## src/rtl/blend_frame_writer.sv

```systemverilog
// rtl/blend_frame_writer.sv - sums scaled pixel pairs and writes one frame to memory through an elastic FIFO
// Optional feature macro: BLEND_SAT_EN (saturate the pixel sum at 8'hFF instead of wrapping)
module blend_frame_writer #(
    parameter int FRAME_PIXELS = 270000,
    parameter int ADDR_W       = 19,
    parameter int FIFO_DEPTH   = 4
) (
    input  logic              clk,
    input  logic              rst_n,
    input  logic              start,
    input  logic              in_valid,
    output logic              in_ready,
    input  logic [7:0]        in_p1,
    input  logic [7:0]        in_p2,
    output logic              mem_wr_en,
    output logic [ADDR_W-1:0] mem_addr,
    output logic [7:0]        mem_wdata,
    input  logic              mem_ack,
    output logic              busy,
    output logic              frame_done,
    output logic [ADDR_W-1:0] pix_count
);

    localparam int PTR_W = $clog2(FIFO_DEPTH);
    localparam logic [ADDR_W-1:0] LAST_COUNT = ADDR_W'(FRAME_PIXELS);
    localparam logic [ADDR_W-1:0] LAST_INDEX = ADDR_W'(FRAME_PIXELS - 1);

    typedef enum logic [1:0] {
        IDLE  = 2'd0,
        RUN   = 2'd1,
        FLUSH = 2'd2,
        DONE  = 2'd3
    } state_t;

    state_t            state;
    state_t            state_next;
    logic [ADDR_W-1:0] acc_cnt;
    logic [ADDR_W-1:0] wr_cnt;
    logic [PTR_W:0]    wr_ptr;
    logic [PTR_W:0]    rd_ptr;
    logic [7:0]        fifo_mem [FIFO_DEPTH];
    logic              fifo_empty;
    logic              fifo_full;
    logic              push;
    logic              pop;
    logic              arm;
    logic              last_ack;
    logic [7:0]        sum;

`ifdef BLEND_SAT_EN
    logic [8:0] sum_full;
    assign sum_full = {1'b0, in_p1} + {1'b0, in_p2};
    assign sum      = sum_full[8] ? 8'hFF : sum_full[7:0];
`else
    assign sum = in_p1 + in_p2;
`endif

    // Pointers carry one extra wrap bit so full and empty are distinguishable
    assign fifo_empty = (wr_ptr == rd_ptr);
    assign fifo_full  = (wr_ptr[PTR_W] != rd_ptr[PTR_W]) &&
                        (wr_ptr[PTR_W-1:0] == rd_ptr[PTR_W-1:0]);

    assign in_ready   = (state == RUN) && !fifo_full && (acc_cnt != LAST_COUNT);
    assign push       = in_valid && in_ready;
    assign mem_wr_en  = !fifo_empty && ((state == RUN) || (state == FLUSH));
    assign pop        = mem_wr_en && mem_ack;
    assign last_ack   = pop && (wr_cnt == LAST_INDEX);
    assign arm        = (state == IDLE) && start;

    assign mem_addr   = wr_cnt;
    assign mem_wdata  = fifo_empty ? 8'h00 : fifo_mem[rd_ptr[PTR_W-1:0]];
    assign pix_count  = wr_cnt;
    assign busy       = (state == RUN) || (state == FLUSH);
    assign frame_done = (state == DONE);

    always_ff @(posedge clk or negedge rst_n) begin
        if (!rst_n) begin
            state <= IDLE;
        end else begin
            state <= state_next;
        end
    end

    // The final acknowledge can land while still in RUN, so both busy states watch for it
    always_comb begin
        state_next = state;
        case (state)
            IDLE: begin
                if (start) begin
                    state_next = RUN;
                end
            end
            RUN: begin
                if (last_ack) begin
                    state_next = DONE;
                end else if (acc_cnt == LAST_COUNT) begin
                    state_next = FLUSH;
                end
            end
            FLUSH: begin
                if (last_ack) begin
                    state_next = DONE;
                end
            end
            DONE: begin
                state_next = IDLE;
            end
            default: begin
                state_next = IDLE;
            end
        endcase
    end

    always_ff @(posedge clk or negedge rst_n) begin
        if (!rst_n) begin
            acc_cnt <= '0;
            wr_cnt  <= '0;
            wr_ptr  <= '0;
            rd_ptr  <= '0;
        end else if (arm) begin
            acc_cnt <= '0;
            wr_cnt  <= '0;
            wr_ptr  <= '0;
            rd_ptr  <= '0;
        end else begin
            if (push) begin
                acc_cnt <= acc_cnt + 1'b1;
                wr_ptr  <= wr_ptr + 1'b1;
            end
            if (pop) begin
                wr_cnt <= wr_cnt + 1'b1;
                rd_ptr <= rd_ptr + 1'b1;
            end
        end
    end

    // Storage needs no reset: reads are masked while the FIFO is empty
    always_ff @(posedge clk) begin
        if (push) begin
            fifo_mem[wr_ptr[PTR_W-1:0]] <= sum;
        end
    end

endmodule

```

## config.mk

```make
export PLATFORM = sky130hd
export DESIGN_NAME = blend_frame_writer
export DESIGN_NICKNAME = d
export VERILOG_FILES = /design/src/rtl/blend_frame_writer.sv
export SDC_FILE = /design/constraint.sdc
export NUM_CORES = 1
export LEC_CHECK = 0
export ABC_AREA = 1
export CAP_MARGIN = 20
export CORE_MARGIN = 2
export CORE_UTILIZATION = 40
export CTS_CLUSTER_DIAMETER = 150
export DETAILED_ROUTE_END_ITERATION = 16
export PLACE_DENSITY = 0.64
export SYNTH_ARGS = -nofsm -noshare
export SYNTH_HDL_FRONTEND = slang
export SYNTH_SLANG_ARGS = --single-unit
```

## constraint.sdc

```tcl
create_clock -name clk -period 3.5 [get_ports clk]
set_clock_uncertainty 0.15 [all_clocks]
set_input_delay 1.05 -clock clk [delete_from_list [all_inputs] [get_ports clk]]
set_output_delay 1.05 -clock clk [all_outputs]
set_load 0.05 [all_outputs]
```

==> flow_metrics.py <==
metrics = {
    "outcome": {
        "status": "finished, final reports clean",
    },
    "setup_path": {
        "crit_type": "register to output pin",
        "worst_ep_arrival_time_ns": 2.12,
        "critPathLaunchType": "register",
        "rr_startpoint": "acc_cnt[0]",
        "ff2ff_path_depth": 8,
        "r2r_end": "acc_cnt[18]",
        "r2r_setup_slack_ns": 1.12,
        "critical_path.endpoint_type": "output pin",
        "crit_required_ns": 2.30,
        "critPathMaxFanout": 5,
    },
    "timing": {
        "setup_violations": 0,
        "tns_ns": 0,
        "min_period_over_period": 0.949,
        "post-route-min-period_ns": 3.32,
        "relSlewSlack": 0.603,
        "rsz0062_at_grt": "no",
        "worst_slack_ns": 0.179,
        "hold_viol_final": 0,
        "drv_slew": 0,
        "tightest_slew_ns": 0.592,
        "fmax_mhz": 301,
    },
    "hold_path": {
        "min_path_cells": 2,
        "min_to": "state[1]",
        "hp-class": "register to register",
        "hold_start": "state[1]",
    },
    "placement": {
        "gp_congestion": 0.890,
        "pre_cts_slack_ns": 0.409,
        "dp_hpwl_um": 8550,
        "portBuffers": 70,
        "dp_cells": 823,
        "dpl_cell_area_sq_um": 5620,
    },
    "yosys": {
        "yosys-top-cells-count": "136 x nand2_1, 85 x nor2_1, 61 x nand3_1",
        "post-synth-top-count-cell": "nand2_1",
        "synth_nets": 656,
        "synth_seq_cells": 78,
        "yosysSeqAreaShare": 0.426,
        "synth_area_leaders": "dfrtp_1 23%, edfxtp_1 19%, nand2_1 10%",
        "syn_area_sq_um": 4960,
        "synth_cells": 614,
        "synth_ff_type": "dfrtp_1",
        "yosys_warnings": 0,
        "syn_avg_cell_area_sq_um": 8.08,
        "synth.largest_area_cell": "dfrtp_1",
        "ys_types": 41,
        "synthArstFlopShare": 0.590,
        "synth_edf_count": 32,
        "synth_top_area_frac": 0.232,
    },
    "route": {
        "drtIter0Drc": 250,
        "via_per_inst": 5.03,
        "via_count": 4219,
        "routedWlPerCell_um": 13.9,
        "drtPass1Iterations": 4,
        "ant_nets": 0,
        "remaining_drc_errors": 0,
        "totalWireLength_um": 11700,
    },
    "grt": {
        "antenna_found_initial": 0,
        "gr-total-overflow": 0,
        "first_global_vias": 4000,
        "grt_first_pass_wirelength_um": 19500,
        "grt_max_degree": 34,
        "grt_usage": 0.186,
    },
    "cells_and_area": {
        "final_area_sq_um": 5910,
        "num_antenna_cells": 0,
        "layout.nets": 708,
        "drive_above_1_share": 0.0924,
        "stdcell_count": 839,
        "syn2layout_area_growth_pct": 19.2,
    },
    "floorplan": {
        "pin_count": 71,
        "die_area_sq_um": 13300,
        "start_util": 0.411,
        "fp-row-count": 40,
        "core_sq_um": 12100,
        "die_h_um": 115,
        "die_w_um": 115,
    },
    "clock_tree": {
        "clkSinkCount": 78,
        "hold_buffers": 0,
        "cts_setup_buffers": 0,
        "h-tree-depth": 3,
        "clk_latency_ns": 0.33,
        "cts_tree": "yes",
        "cts_buffers": 9,
        "root_buffer": "clkbuf_16",
        "cts_resized": 0,
        "clockBufferDepth": 2,
        "clkTransAtPathRegs_ns": 0.06,
    },
    "power_and_ir_drop": {
        "leakage_nw": 2.54,
        "power_w": 0.00416,
        "irDropWorstVdd_v": 0.000611,
        "p_per_area_nw_per_um2": 703,
    },
    "job": {
        "maxCapViolCount": 0,
    },
}
## per-stage QoR
step / hold WS, ns / util
detailed placement: 0.378 / 0.466
finish: 0.389 / 0.490
CTS: 0.392 / 0.490
global route: 0.416 / 0.490
global placement: 0.359 / 0.466
floorplan: 0.339 / -
## per-layer routing
| metal | vias to the layer above | GRT usage | part of all wire |
|---|---|---|---|
| met5 | - | 0 | 0 |
| met4 | 0 | 0.0723 | 0.010 |
| met3 | 9 | 0.0274 | 0.045 |
| met2 | 107 | 0.309 | 0.49 |
| met1 | 2004 | 0.245 | 0.45 |
| li1 | 2099 | - | - |
## placed cells by master, fill, tap and decap left out, types with 4 or more instances in the layout
| cell | instances |
|---|---|
| nand2_1 | 136 |
| ha_1 | 20 |
| buf_4 | 20 |
| inv_6 | 4 |
| nand2_2 | 4 |
| xor2_1 | 23 |
| nand3_2 | 6 |
| nand4_1 | 13 |
| clkbuf_16 | 9 |
| edfxtp_1 | 32 |
| o21ai_0 | 27 |
| nand3_1 | 61 |
| a21oi_1 | 12 |
| nor3_1 | 14 |
| clkdlybuf4s50_1 | 59 |
| nor2_1 | 85 |
| dfrtp_1 | 46 |
| o22ai_1 | 8 |
| inv_1 | 57 |
## flip-flops by register name, indices dropped and copies added (netlist names)
register and flops:
rd_ptr 3, mem_addr 19, state 2, fifo_mem 32, wr_ptr 3, acc_cnt 19
## how the worst max path moves through the flow
stage | end | from | cells after the start
global placement | fifo_mem[0][6] | in_p1[0] | 9
detailed placement | fifo_mem[2][6] | in_p1[0] | 9
floorplan | mem_wr_en | state[0] | 4
finish | busy | state[0] | 3
CTS | busy | state[0] | 3
global route | busy | state[0] | 3
## logic make-up (layout without fill, tap and decap cells)
kind of cell	after synthesis	count (layout)	share of synthesized area
simple gates	331	331	0.303
compound gates	56	56	0.0613
flops	78	78	0.426
fa+ha+maj	21	21	0.0545
buf+inv	102	159	0.109
xor+xnor	26	26	0.0459
## power by group
part	switching, W	leakage [nW]	internal (W)
registers	0.000125	0.922	0.00108
clock network	0.000412	0.137	0.000498
logic	0.00146	1.48	0.000582
## critical path, stage by stage (launching register included)
cell	delay, ns
dfrtp_1	0.41
inv_1	0.11
ha_1	0.42
clkdlybuf4s50_1	0.84
## layout make-up
class	count	area [sq um]
Tap cell	168	210
Sequential cell	78	2110
Clock inverter	7	63.8
Multi-Input combinational cell	434	2310
Timing Repair Buffer	80	746
Clock buffer	9	225
Fill cell	1164	6150
Inverter	63	249
No activity file was read; power rests on OpenSTA's default activity.
